[src/rtl/scarv_rom_arbiter_if.sv]
// scarv_rom_arbiter_if: requester buses and ROM macro signals shared by the arbiter
interface scarv_rom_arbiter_if #(
  parameter int DEPTH = 1024,
  parameter int WIDTH = 32
);
  logic                     p0_req;
  logic                     p0_gnt;
  logic                     p0_wen;
  logic [31:0]              p0_addr;
  logic                     p0_rsp_valid;
  logic                     p0_rsp_ready;
  logic [WIDTH-1:0]         p0_rdata;
  logic                     p0_error;
  logic                     p1_req;
  logic                     p1_gnt;
  logic                     p1_wen;
  logic [31:0]              p1_addr;
  logic                     p1_rsp_valid;
  logic                     p1_rsp_ready;
  logic [WIDTH-1:0]         p1_rdata;
  logic                     p1_error;
  logic                     rom_cen;
  logic [$clog2(DEPTH)-1:0] rom_addr;
  logic [WIDTH-1:0]         rom_rdata;
  modport master (
    output p0_req, p0_wen, p0_addr, p0_rsp_ready,
    output p1_req, p1_wen, p1_addr, p1_rsp_ready,
    output rom_rdata,
    input  p0_gnt, p0_rsp_valid, p0_rdata, p0_error,
    input  p1_gnt, p1_rsp_valid, p1_rdata, p1_error,
    input  rom_cen, rom_addr
  );
  modport slave (
    input  p0_req, p0_wen, p0_addr, p0_rsp_ready,
    input  p1_req, p1_wen, p1_addr, p1_rsp_ready,
    input  rom_rdata,
    output p0_gnt, p0_rsp_valid, p0_rdata, p0_error,
    output p1_gnt, p1_rsp_valid, p1_rdata, p1_error,
    output rom_cen, rom_addr
  );
endinterface

[src/rtl/scarv_rom_arbiter.sv]
// scarv_rom_arbiter: round-robin sharing of a one-cycle read-only ROM between fetch and load ports
module scarv_rom_arbiter #(
  parameter int          DEPTH = 1024,
  parameter int          WIDTH = 32,
  parameter logic [31:0] BASE  = 32'h0000_0000
) (
  input logic                g_clk,
  input logic                g_reset,
  scarv_rom_arbiter_if.slave bus
);
  localparam int         BW   = WIDTH / 8;
  localparam int         OFF  = $clog2(BW);
  localparam int         AW   = $clog2(DEPTH);
  localparam logic [32:0] SIZE = 33'(DEPTH) * 33'(BW);
  typedef enum logic [1:0] {IDLE, FRESH, HELD, ERR} st_t;
  logic [1:0]       req, wen, rdy, valid, el, bad, gnt, good;
  logic [31:0]      addr [2];
  logic [AW-1:0]    wa [2];
  logic             ptr_q, ptr_d;
  assign req     = {bus.p1_req, bus.p0_req};
  assign wen     = {bus.p1_wen, bus.p0_wen};
  assign rdy     = {bus.p1_rsp_ready, bus.p0_rsp_ready};
  assign addr[0] = bus.p0_addr;
  assign addr[1] = bus.p1_addr;
  for (genvar n = 0; n < 2; n++) begin : g_port
    st_t              st_q, st_d;
    logic [WIDTH-1:0] hold_q, hold_d, rd;
    logic [32:0]      off;
    assign off      = {1'b0, addr[n]} - {1'b0, BASE};
    assign bad[n]   = wen[n] | (off >= SIZE) | ((addr[n] & 32'(BW - 1)) != 32'd0);
    assign wa[n]    = AW'(off[31:0] >> OFF);
    assign valid[n] = st_q != IDLE;
    assign el[n]    = req[n] & ~g_reset & (~valid[n] | rdy[n]);
    assign rd       = st_q == FRESH ? bus.rom_rdata : st_q == HELD ? hold_q : '0;
    // A fresh grant wins over retirement; an unaccepted fresh read parks its data in the hold register
    always_comb begin
      st_d   = gnt[n] ? (bad[n] ? ERR : FRESH) : (valid[n] & rdy[n]) ? IDLE : st_q == FRESH ? HELD : st_q;
      hold_d = st_q == FRESH ? bus.rom_rdata : hold_q;
    end
    // Per-port response state and hold register
    always_ff @(posedge g_clk or posedge g_reset) begin
      if (g_reset) begin
        st_q   <= IDLE;
        hold_q <= '0;
      end else begin
        st_q   <= st_d;
        hold_q <= hold_d;
      end
    end
  end
  assign gnt[0]       = el[0] & (~el[1] | ~ptr_q);
  assign gnt[1]       = el[1] & (~el[0] | ptr_q);
  assign good         = gnt & ~bad;
  assign bus.p0_gnt   = gnt[0];
  assign bus.p1_gnt   = gnt[1];
  assign bus.rom_cen  = |good;
  assign bus.rom_addr = good[0] ? wa[0] : good[1] ? wa[1] : '0;
  assign bus.p0_rsp_valid = valid[0];
  assign bus.p1_rsp_valid = valid[1];
  assign bus.p0_error = g_port[0].st_q == ERR;
  assign bus.p1_error = g_port[1].st_q == ERR;
  assign bus.p0_rdata = g_port[0].rd;
  assign bus.p1_rdata = g_port[1].rd;
  // Priority pointer moves to the port that was not just granted
  always_comb ptr_d = gnt[0] ? 1'b1 : gnt[1] ? 1'b0 : ptr_q;
  // Priority pointer register; port 0 favoured out of reset
  always_ff @(posedge g_clk or posedge g_reset) begin
    if (g_reset) ptr_q <= 1'b0;
    else         ptr_q <= ptr_d;
  end
endmodule

[src/flat_wrapper.sv]
// flat-port wrapper written by rule: the top's interface ports become plain ports
module scarv_rom_arbiter_flat 
#(
  parameter int          DEPTH = 1024,
  parameter int          WIDTH = 32,
  parameter logic [31:0] BASE  = 32'h0000_0000
)
  (g_clk, g_reset, bus_p0_req, bus_p0_wen, bus_p0_addr, bus_p0_rsp_ready, bus_p1_req, bus_p1_wen, bus_p1_addr, bus_p1_rsp_ready, bus_rom_rdata, bus_p0_gnt, bus_p0_rsp_valid, bus_p0_rdata, bus_p0_error, bus_p1_gnt, bus_p1_rsp_valid, bus_p1_rdata, bus_p1_error, bus_rom_cen, bus_rom_addr);
  scarv_rom_arbiter_if #(.DEPTH(DEPTH), .WIDTH(WIDTH)) bus_i ();
  input logic g_clk;
  input logic g_reset;
  input wire logic [$bits(bus_i.p0_req)-1:0] bus_p0_req;
  input wire logic [$bits(bus_i.p0_wen)-1:0] bus_p0_wen;
  input wire logic [$bits(bus_i.p0_addr)-1:0] bus_p0_addr;
  input wire logic [$bits(bus_i.p0_rsp_ready)-1:0] bus_p0_rsp_ready;
  input wire logic [$bits(bus_i.p1_req)-1:0] bus_p1_req;
  input wire logic [$bits(bus_i.p1_wen)-1:0] bus_p1_wen;
  input wire logic [$bits(bus_i.p1_addr)-1:0] bus_p1_addr;
  input wire logic [$bits(bus_i.p1_rsp_ready)-1:0] bus_p1_rsp_ready;
  input wire logic [$bits(bus_i.rom_rdata)-1:0] bus_rom_rdata;
  output wire logic [$bits(bus_i.p0_gnt)-1:0] bus_p0_gnt;
  output wire logic [$bits(bus_i.p0_rsp_valid)-1:0] bus_p0_rsp_valid;
  output wire logic [$bits(bus_i.p0_rdata)-1:0] bus_p0_rdata;
  output wire logic [$bits(bus_i.p0_error)-1:0] bus_p0_error;
  output wire logic [$bits(bus_i.p1_gnt)-1:0] bus_p1_gnt;
  output wire logic [$bits(bus_i.p1_rsp_valid)-1:0] bus_p1_rsp_valid;
  output wire logic [$bits(bus_i.p1_rdata)-1:0] bus_p1_rdata;
  output wire logic [$bits(bus_i.p1_error)-1:0] bus_p1_error;
  output wire logic [$bits(bus_i.rom_cen)-1:0] bus_rom_cen;
  output wire logic [$bits(bus_i.rom_addr)-1:0] bus_rom_addr;
  assign bus_i.p0_req = bus_p0_req;
  assign bus_i.p0_wen = bus_p0_wen;
  assign bus_i.p0_addr = bus_p0_addr;
  assign bus_i.p0_rsp_ready = bus_p0_rsp_ready;
  assign bus_i.p1_req = bus_p1_req;
  assign bus_i.p1_wen = bus_p1_wen;
  assign bus_i.p1_addr = bus_p1_addr;
  assign bus_i.p1_rsp_ready = bus_p1_rsp_ready;
  assign bus_i.rom_rdata = bus_rom_rdata;
  assign bus_p0_gnt = bus_i.p0_gnt;
  assign bus_p0_rsp_valid = bus_i.p0_rsp_valid;
  assign bus_p0_rdata = bus_i.p0_rdata;
  assign bus_p0_error = bus_i.p0_error;
  assign bus_p1_gnt = bus_i.p1_gnt;
  assign bus_p1_rsp_valid = bus_i.p1_rsp_valid;
  assign bus_p1_rdata = bus_i.p1_rdata;
  assign bus_p1_error = bus_i.p1_error;
  assign bus_rom_cen = bus_i.rom_cen;
  assign bus_rom_addr = bus_i.rom_addr;
  scarv_rom_arbiter #(.DEPTH(DEPTH), .WIDTH(WIDTH), .BASE(BASE)) u_core (.g_clk(g_clk), .g_reset(g_reset), .bus(bus_i));
endmodule
[config.mk]
export PLATFORM = sky130hd
export DESIGN_NAME = scarv_rom_arbiter_flat
export DESIGN_NICKNAME = d
export VERILOG_FILES = /design/src/rtl/scarv_rom_arbiter_if.sv /design/src/rtl/scarv_rom_arbiter.sv /design/src/flat_wrapper.sv
export SDC_FILE = /design/constraint.sdc
export NUM_CORES = 1
export LEC_CHECK = 0
export ABC_CLOCK_PERIOD_IN_PS = 3100
export BUFFER_PORTS_ARGS = -buffer_cell sky130_fd_sc_hd__clkbuf_2
export CORE_AREA = 2 2 90 92
export DETAILED_ROUTE_END_ITERATION = 8
export DIE_AREA = 0 0 92 94
export GPL_ROUTABILITY_DRIVEN = 0
export GPL_TIMING_DRIVEN = 0
export HOLD_SLACK_MARGIN = 0.12
export MAX_ROUTING_LAYER = met4
export PLACE_DENSITY = 0.84
export SYNTH_ARGS = -nofsm -noshare
export SYNTH_HDL_FRONTEND = slang
export SYNTH_SLANG_ARGS = --single-unit
[constraint.sdc]
create_clock -name g_clk -period 3.1 [get_ports g_clk]
set_input_delay 0 -clock g_clk [delete_from_list [all_inputs] [get_ports g_clk]]
set_output_delay 0 -clock g_clk [all_outputs]
set_load 0.005 [all_outputs]
* Word level (Yosys, flattened, before mapping) *
Cells that the tools add are included.

storage, ports and cells
  memories kept = 0
  output and inout bits = 81
  bits in latches = 0
  logic and storage cells = 61
  RAM bits = 0
  register bits after elaboration = 69
  bits in read-only memories = 0

operators by class
  equality and inequality tests = 6
  add/sub/neg operators = 0
  div/mod/pow operators = 0
  multipliers = 0
  multiplexer cells = 16
  reductions and logical operators = 8
  bitwise operators = 24
  $lt $le $gt $ge = 2
  shift operators = 0

operators with widths
  operator              count
  $mux 32               4
  $ge 32x13->1 const B  2
  $reduce_bool 32->1    2
  $mux 10               2
  $mux 2                8
  $and 1x1->1           8
  $eq 2x2->1 const B    4
  $or 1x1->1            8
  $not 1->1             6
  $reduce_bool 2->1     3
  $reduce_bool 3->1     2
  $eq 2x1->1 const B    2
  $and 2x2->2           1
  $mux 1                2
  $not 2->2             1
  $reduce_or 2->1       1

* Depth between registers and ports, before layout *
Gate-level depths: netlist of run 1.

  depth after elaboration = 10
  gate-level depth with buffers = 5
  mapped depth without buffers = 4

* Worst setup path before layout of run 1 *
OpenSTA, ideal clock, no wires.

  kind = reg-to-reg
  start = register u_core.g_port[0].st_q[1]
  end = register u_core.g_port[1].st_q[1]
  buffers on the path = 0
  stages on the path, launching flop included = 5
  clock period less this slack = 1510 ps
  data required time = 2973 ps
  setup time = 127 ps
  setup slack = 1590 ps
  arrival = 1383 ps
  path through = dfrtp_1 o21ba_1 or3_4 nand2_2 mux2_1

on the way
  word-level cells in the longest chain between the ends = 8

ends and longest elaborated chain
  element                                                       RTL line                 source
  from (decl)                                                   scarv_rom_arbiter.sv:26  st_t st_q, st_d;
  from (signal assigned)                                        scarv_rom_arbiter.sv:46  st_q <= st_d;
  $reduce_bool 2->1 (*)                                         scarv_rom_arbiter.sv:32  assign valid[n] = st_q != IDLE;
  $not 1->1 (*)                                                 scarv_rom_arbiter.sv:33  assign el[n] = req[n] & ~g_reset & (~valid[n] | rdy[n]);
  $or 1x1->1 (*)                                                scarv_rom_arbiter.sv:33
  $and 1x1->1 (*)                                               scarv_rom_arbiter.sv:33
  $not 1->1 (*)                                                 scarv_rom_arbiter.sv:52  assign gnt[1] = el[1] & (~el[0] | ptr_q);
  $or 1x1->1 (*)                                                scarv_rom_arbiter.sv:52
  $and 1x1->1 (*)                                               scarv_rom_arbiter.sv:52
  $reduce_bool 3->1 (no source line) or $mux 2 (tied branches)  --
  to (signal assigned)                                          scarv_rom_arbiter.sv:46
  to (decl)                                                     scarv_rom_arbiter.sv:26

Every way passes the cells marked *; elsewhere a longest branch is shown, timed or not.
A chain may end at the register's enable or synchronous reset.

* Worst setup path in the final report of run 1 *
  start = input bus_p1_addr[16]
  end = register u_core.g_port[1].st_q[1]

on the way
  word-level cells in the longest chain between the ends = 5

ends and longest elaborated chain
  element                   RTL line                 source
  from (decl)               flat_wrapper.sv:18       input wire logic [$bits(bus_i.p1_addr)-1:0] bus_p1_addr;
  $ge 32x13->1              scarv_rom_arbiter.sv:30  assign bad[n] = wen[n] | (off >= SIZE) | ((addr[n] & 32'(BW - 1)) != 32'd0);
  $or 1x1->1 (2 in series)  scarv_rom_arbiter.sv:30
  $mux 2 (2 in series)      scarv_rom_arbiter.sv:37  st_d = gnt[n] ? (bad[n] ? ERR : FRESH) : (valid[n] & rdy[n]) ? IDLE : st_q == FRESH ? HELD : st_q;

Every way passes these cells.

==> impl_metrics.ini, run 1 <==
[clock_network]
clk_latency_ps = 340
holdBufCountCts = 43
cts_buffers = 9
cts-root-buf = clkbuf_8
cts.sinks = 69
cts_setup_buffers = 0
cts_resized = 0
cts_tree = yes
clock_path_buffers = 2
ctsHtreeMaxLevel = 3
cts.clk_slew.worst_paths_ps = 70

[timing]
max_clock_freq_mhz = 445
setup_tns_ps = 0
post-route-period-util = 0.725
final-hold-violation-count = 0
maxSlewHeadroom = 0.545
min_period_ps = 2250
setup_viol = 0
fin_skew_ps = 9.65
tightest_slew_ps = 682
grt_setup_unrepaired = false
slew_violations = 0

[pwr]
power_frac_seq = 0.430
power_frac_comb = 0.336
ir_drop_uv = 246
power_density_nw_per_um2 = 636
p_int_uw = 2410
p_sw_uw = 1040
total_power_uw = 3460
p_clk_frac = 0.234
netSwitchingFraction = 0.302
cellLeakagePower_uw = 0.00268

[detailed_routing]
avgViaCountPerCell = 5.28
wl_per_cell_um = 16.2
drtAntennaViolNets = 0
drc = 0
drtPass1Iterations = 4
wl_mm = 10.4
dr_total_vias = 3402
drt_iter0_markers = 90

[synthesis]
ys_top_cells_by_area = dfrtp_1 (46%), mux2_1 (17%), a22o_1 (15%), o22ai_2 (2.7%), nand3_2 (2.4%)
synth_top_family_by_area = compound AO/OA/AOI/OAI gates
muxShareOfSynthArea = 0.197
synthFlopType = dfrtp_1
synth-simple-area-share = 0.0903
synth.net_count = 403
async_reset_ff_frac = 1.00
synth_compound_area_frac = 0.200
syn_inst = 299
synth_most_common_cell = dfrtp_1
synth_cell_types = 31
avgSynthCellArea_um2 = 12.4
synth-adder-area-share = 0
yosysWarnings = 0
ys_ff_latch = 69
synth_top_area_frac = 0.465
synth-seq-area-share = 0.465
synth_edf_count = 0
synth_xor_area_frac = 0
synth_area_um2 = 3710
synth_commonest_cells = dfrtp_1 (69), a22o_1 (64), mux2_1 (57)
yosysTopAreaCell = dfrtp_1

[job]
maxCapViolCount = 0

[global_route]
grt_max_degree = 39
grt_overflow = 0
grt_pass1_vias = 3565
grtUsageTotal = 0.254
grt_pass1_wl_mm = 16.9
antenna_found_initial = 0

[setup_path]
worst_ep_required_time_ps = 3320
crit_buf_inv = 4
crit_path_frequent_cell = dlygate4sd3_1
endpoint_kind = register
crit_fanout = 3
crit_slowest_cell = dlygate4sd3_1
crit_arrival_ps = 2470
cpPeakStageDelay_ps = 630
setup.worst_path.start_class = primary input
cp_top_family = buffers and inverters
path_cells = dlygate4sd3_1, clkbuf_2, nor4_1, dlygate4sd3_1, nand3_1, dlygate4sd3_1, mux2_1
critPathKind = primary input to register

[floorplanning]
io_pins = 185
dieArea_um2 = 8650
fp.coreArea_um2 = 7610
die_w_um = 92
die_y_um = 94
rows = 32
start_util = 0.488

[placed_design]
place_area_um2 = 4780
portBuffers = 184
dp_hpwl_mm = 7.44

[layout]
syn2layout_area_growth_pct = 46.3
nets = 642
postLayoutCellArea_um2 = 5440
drive_gt1_frac = 0.485
diodes = 0

[worst_hold_path]
hold_class = primary input to register

[outcome]
status = finished clean
per-stage QoR:
stage                      util  hold slack, ps  cells  setup slack, ps
after floorplan               -            91.2    299             1360
after global placement    0.626             202    585              599
after detailed placement  0.629             142    586             1500
after CTS                 0.714             159    644              944
after global routing      0.714             207    644              783
final                     0.714             173    644              854
cell type report:
cell class                 count  area, µm²
tap                          102        128
timing repair buffer         228       1370
clock inverter                 5       83.8
clock buffer                  10        138
inverter                       5       18.8
sequential                    69       1730
fill                         530       2170
multi-input combinational    198       1810
buffer                        27        158
kinds of logic (layout without fill, tap and decap cells):
kind of cell    after synthesis  after routing
mux                          65             65
buf+inv                      32            275
simple gates                 50             50
flops                        69             69
compound gates               83             83
final timing paths:
path                                                  from  depth (start not counted)  slack (ps)                     endpoint
worst max register to register    u_core.g_port[0].st_q[1]                          5        1220     u_core.g_port[1].st_q[0]
worst min-delay path                            bus_p0_req                          5         170     u_core.g_port[0].st_q[0]
max in group asynchronous                          g_reset                          4        2150  u_core.g_port[1].hold_q[30]
min in group asynchronous                          g_reset                          3         320                 u_core.ptr_q
worst max-delay path                       bus_p1_addr[16]                          7         850     u_core.g_port[1].st_q[1]
worst min register to register  u_core.g_port[1].hold_q[4]                          1         490   u_core.g_port[1].hold_q[4]
cells in the final DEF, fill, tap and decap left out, drive strengths merged, types with 2 or more instances in the layout:
cell and n:
nand2b 2, dlygate4sd3 43, nor3 2, nand3 12
and4 2, inv 6, mux2 65, o21ai 3
nor4 10, bufinv 2, nor2b 4, o21ba 2
or2 2, o22ai 11, dfrtp 69, clkbuf 197
buf 25, nand2 14, a22o 64, clkinvlp 2
flip-flops by register name, summed over array words and instances, names as in the netlist:
signal and cells:
u_core.g_port.st_q 4, u_core.g_port.hold_q 64, u_core.ptr_q 1
power groups by stage:
stage / Sequential (µW) / Combinational [µW] / Clock (µW)
global placement: 1460 / 1080 / 0
floorplan: 1440 / 696 / 0
CTS: 1480 / 1170 / 826
global route: 1530 / 1280 / 865
finish: 1490 / 1160 / 809
detailed placement: 1490 / 1120 / 0
per-layer routing:
| layer | vias up | GRT usage | routed length (µm) |
|---|---|---|---|
| met4 | 0 | 0.0796 | 193 |
| met1 | 1625 | 0.299 | 4360 |
| met5 | - | - | 0 |
| met2 | 143 | 0.439 | 5240 |
| met3 | 15 | 0.0546 | 612 |
| li1 | 1619 | - | - |
worst min-delay path, stage by stage:
cell	delay [ps]
clkbuf_2	100
nand2b_1	100
a311oi_2	90
inv_1	100
o21ai_0	80
(Power assumes the default switching activity.)
==> run 2: changes to the inputs <==
ABC_CLOCK_PERIOD_IN_PS = 1800   (was 3100)
CORE_AREA = 2 2 98 100   (was 2 2 90 92)
DIE_AREA = 0 0 100 102   (was 0 0 92 94)
PLACE_DENSITY = 0.75   (was 0.84)
clock period = 1.8 ns   (was 3.1 ns; I/O delays follow)
==> run 2 against run 1 <==
Compared with the run above: the flow now finishes with violations (setup timing); global-route usage down 4.1 points; worst hold slack gained 35 ps; clock power up 58%; combinational power is 76% higher; highest routed layer unchanged; worst setup slack lost 920 ps; critical endpoint is now bus_rom_addr[1]; first-iteration DRC count increased by 21%; clock skew grew 3.0 ps; count of clock-buffer cells in the layout up 1; final area up 1.5%; critical path type is now register to output port; register-to-register slack worse by 1100 ps; die area is 18% higher; non-clock buffer count increased by 1.
==> impl_metrics.ini, run 2 (synthesis gave the netlist of run 1 again) <==
[placed_design]
dp_hpwl_mm = 7.25
portBuffers = 184
place_ws_ps = 202

[pwr]
p_int_uw = 4090
p_clk_frac = 0.217
ir_drop_uv = 421
power_frac_seq = 0.436
power_density_nw_per_um2 = 1060
p_sw_uw = 1790
netSwitchingFraction = 0.305
power_frac_comb = 0.347
cellLeakagePower_uw = 0.00271

[timing]
final-hold-violation-count = 0
post-route-period-util = 1.04
setup_tns_ps = -423
fin_skew_ps = 12.7
min_period_ps = 1870
setup_viol = 10
grt_setup_unrepaired = true
slew_violations = 0
maxSlewHeadroom = 0.424
timing.final.ws_setup_ps = -70.1
max_clock_freq_mhz = 535
tightest_slew_ps = 864

[floorplanning]
dieArea_um2 = 10200
rows = 35
fp.coreArea_um2 = 9110
die_y_um = 102
io_pins = 185
die_w_um = 100
start_util = 0.408

[clock_network]
cts.clk_slew.worst_paths_ps = 70
cts_tree = yes
cts_buffers = 9
ctsHtreeMaxLevel = 3
cts.sinks = 69
clock_path_buffers = 2
cts-root-buf = clkbuf_8
clk_latency_ps = 340

[layout]
diodes = 0
final_common_cell = clkbuf_2
seq_area_um2 = 1730
top_regs = u_core.g_port.hold_q x64, u_core.g_port.st_q x4, u_core.ptr_q x1
layout_common_cells = clkbuf_2 (178), dfrtp_1 (69), a22o_1 (64), mux2_1 (57), dlygate4sd3_1 (40)
nFillCells = 747
largest_reg_flops = 64
top_register = u_core.g_port.hold_q
nets = 643
multi_input_area_um2 = 1850
syn2layout_area_growth_pct = 48.6
drive_gt1_frac = 0.508

[setup_path]
reg2reg_slack_ps = 150
r2r.worst_path.cells = 4
cp-endpoint = bus_rom_addr[1]
startpoint = u_core.g_port[0].st_q[0]
endpoint_kind = output port
worstReg2RegEnd = u_core.g_port[1].st_q[1]
worst_ep_required_time_ps = 1800
crit_fanout = 5
r2r_start = u_core.g_port[0].st_q[0]
setup.worst_path.start_class = register
crit_arrival_ps = 1870
critPathKind = register to output port

[detailed_routing]
drtAntennaViolNets = 0
drc = 0
drtPass1Iterations = 4
dr_total_vias = 3408
drt_iter0_markers = 109
wl_mm = 10.4
avgViaCountPerCell = 5.21
wl_per_cell_um = 15.9

[global_route]
grt_pass1_vias = 3475
grt_pass1_wl_mm = 16.6
antenna_found_initial = 0
grt_overflow = 0
grt_max_degree = 70
grtUsageTotal = 0.213

[outcome]
violations = setup timing
status = finished with violations

[worst_hold_path]
worstHoldStart = bus_p0_req
hold_class = primary input to register

[job]
maxCapViolCount = 0
-- run 2: worst min path at each step --
stage,endpoint,slack [ps],cells after the start
after detailed placement,u_core.g_port[1].st_q[0],210,2
final,u_core.g_port[0].st_q[0],210,6
after global placement,u_core.g_port[0].st_q[0],200,2
after CTS,u_core.g_port[1].st_q[0],180,5
after floorplan,u_core.g_port[1].st_q[0],90,1
after global routing,u_core.g_port[0].st_q[0],240,6
-- run 2: area by class of cell --
cell class / count / area share
tap: 111 / 0.0252
clock inverter: 4 / 0.00861
sequential: 69 / 0.313
timing repair buffer: 229 / 0.250
clock buffer: 11 / 0.0274
inverter: 5 / 0.00385
buffer: 27 / 0.0360
multi-input combinational: 198 / 0.336
-- run 2: worst max-delay path, stage by stage (launching register included) --
cell	delay (ps)
dfrtp_1	420
o21ba_4	250
or3_4	410
clkbuf_16	180
nand3_2	70
o22ai_2	70
buf_2	130
-- run 2: stage by stage --
stage | total power [µW] | cell area [µm²] | std cells | hold WS (ps) | utilization
after global placement | 4400 | 4770 | 594 | 204 | 0.524
after global routing | 6270 | 5520 | 654 | 240 | 0.606
after CTS | 5860 | 5400 | 651 | 183 | 0.593
final | 5880 | 5520 | 654 | 207 | 0.606
after detailed placement | 4510 | 4780 | 594 | 210 | 0.524
after floorplan | 3670 | 3710 | 299 | 91.2 | -
-- run 2: routing by layer --
metal | track usage | routed length, µm
met1 | 0.265 | 4690
met2 | 0.356 | 5070
met5 | - | 0
met4 | 0.0527 | 91
met3 | 0.0479 | 561
-- run 2: power by group through the flow --
stage | combinational, µW | clock (µW) | sequential (µW)
after floorplan | 1200 | 0 | 2470
after global placement | 1870 | 0 | 2530
after detailed placement | 1930 | 0 | 2580
after CTS | 2010 | 1310 | 2550
after global routing | 2250 | 1380 | 2640
final | 2040 | 1280 | 2560
-- run 2: repair_timing --
action,4_1_cts,5_1_grt
setup buffers,1,2
resized for setup,4,39
hold buffers,41,0
hold endpoints to repair,138,0
pin swaps,0,15
gates cloned,0,2
endpoints found under the setup margin,20,67
==> run 3: changes to the inputs <==
CORE_AREA = 3 3 99 101   (was 2 2 98 100)
DIE_AREA = 0 0 102 104   (was 0 0 100 102)
==> run 3 against run 2 <==
Compared with the run above: the flow still finishes with violations (setup timing); count of clock-buffer cells in the layout is 2 lower; clock skew fell by 2.1 ps; first-iteration DRC count is 22% lower; register-to-register slack worse by 20 ps; largest cell class unchanged; largest power group unchanged; highest routed layer unchanged.
==> impl_metrics.ini, run 3 (synthesis gave the netlist of run 1 again) <==
[pwr]
ir_drop_uv = 555
power_density_nw_per_um2 = 1100
cellLeakagePower_uw = 0.00275

[floorplanning]
rows = 35
io_pins = 185
die_y_um = 104
die_w_um = 102
dieArea_um2 = 10600
start_util = 0.408
fp.coreArea_um2 = 9110

[layout]
layout_common_cells = clkbuf_2 (180), dfrtp_1 (68), a22o_1 (64), mux2_1 (57), dlygate4sd3_1 (40)
nets = 648
postLayoutCellArea_um2 = 5620
drive_gt1_frac = 0.514
syn2layout_area_growth_pct = 51.3
nFillCells = 758
diodes = 0
top_register = u_core.g_port.hold_q
largest_reg_flops = 64
top_regs = u_core.g_port.hold_q x64, u_core.g_port.st_q x4, u_core.ptr_q x1
final_common_cell = clkbuf_2

[detailed_routing]
drtAntennaViolNets = 0
drt_iter0_markers = 85
drc = 0
wl_mm = 10.7
dr_total_vias = 3471
avgViaCountPerCell = 5.26
wl_per_cell_um = 16.2
drtPass1Iterations = 4

[timing]
setup_viol = 1
holdWs_ps = 176
post-route-period-util = 1.00
setup_tns_ps = -8.32
fin_skew_ps = 10.6
final-hold-violation-count = 0
timing.final.ws_setup_ps = -8.32
slew_violations = 0
max_clock_freq_mhz = 553
tightest_slew_ps = 860
maxSlewHeadroom = 0.427
min_period_ps = 1810
grt_setup_unrepaired = true

[clock_network]
cts.sinks = 69
cts_tree = yes
cts_buffers = 9
clk_latency_ps = 340
clock_path_buffers = 2
ctsHtreeMaxLevel = 3
cts.clk_slew.worst_paths_ps = 70
cts-root-buf = clkbuf_8

[setup_path]
worstReg2RegEnd = u_core.g_port[1].st_q[1]
worst_ep_required_time_ps = 1800
endpoint_kind = output port
r2r.worst_path.cells = 5
setup.worst_path.start_class = primary input
crit_fanout = 4
reg2reg_slack_ps = 130
cp-endpoint = bus_rom_addr[9]
critPathKind = primary input to output port
startpoint = g_reset
r2r_start = u_core.g_port[0].st_q[0]
crit_arrival_ps = 1810

[job]
maxCapViolCount = 0

[worst_hold_path]
hold_class = primary input to register
worstHoldStart = bus_p0_req
hold_path_depth = 5

[outcome]
violations = setup timing
status = finished with violations

[global_route]
grt_overflow = 0
grt_pass1_wl_mm = 17.1
grt_pass1_vias = 3547
grtUsageTotal = 0.204
grt_max_degree = 70
antenna_found_initial = 0

[placed_design]
place_area_um2 = 4780
portBuffers = 184
dp_hpwl_mm = 7.55
run 3: power breakdown:
part	leakage, µW	internal [µW]	switching (µW)
Combinational	0.00182	1200	892
Clock	0.000124	928	618
Sequential	0.000813	2210	341
Total	0.00275	4340	1850
run 3: worst max-delay path: stages:
cell           delay (ps)
dlygate4sd3_1         570
clkbuf_2              150
nand2b_1              190
a311oi_4              410
buf_4                 190
nand2_1                50
o22ai_1               110
buf_2                 140
run 3: worst min-delay path by stage:
stage,to
after global routing,u_core.g_port[0].st_q[0]
after detailed placement,u_core.g_port[0].st_q[0]
after floorplan,u_core.g_port[1].st_q[0]
final,u_core.g_port[0].st_q[0]
after global placement,u_core.g_port[0].st_q[0]
after CTS,u_core.ptr_q
run 3: area by class of cell:
| class | count | area, µm² | share of cell area |
|---|---|---|---|
| plain buffers | 27 | 213 | 0.0378 |
| clock buffers | 9 | 124 | 0.0220 |
| multi-input cells | 198 | 1850 | 0.329 |
| clock inverters | 7 | 121 | 0.0216 |
| flip-flops and latches | 69 | 1730 | 0.307 |
| inverters | 5 | 21.3 | 0.00378 |
| repair buffers | 234 | 1420 | 0.253 |
| well taps | 111 | 139 | 0.0247 |
run 3: stage by stage:
step | total power, µW | setup slack [ps] | utilization | instances
floorplan | 3670 | 60.1 | - | 299
global placement | 4400 | -771 | 0.524 | 594
detailed placement | 4510 | 206 | 0.524 | 594
CTS | 6210 | -14.6 | 0.611 | 658
global route | 6590 | -111 | 0.617 | 660
finish | 6190 | -8.32 | 0.617 | 660
run 3: timing repair:
item                                    in CTS  in global routing
buffers inserted                             6                  2
pin swaps                                    1                 24
resized for setup                           16                 28
cloned                                       1                  1
endpoints found under the setup margin      21                 76
hold buffers                                41                  0
endpoints found under the hold margin      138                  0
run 3: routing by layer:
layer	global-route usage	share of wire	vias up
li1	-	-	1640
met1	0.264	0.45	1695
met2	0.332	0.49	125
met3	0.0329	0.053	11
met4	0.0553	0.012	0
met5	-	0	-
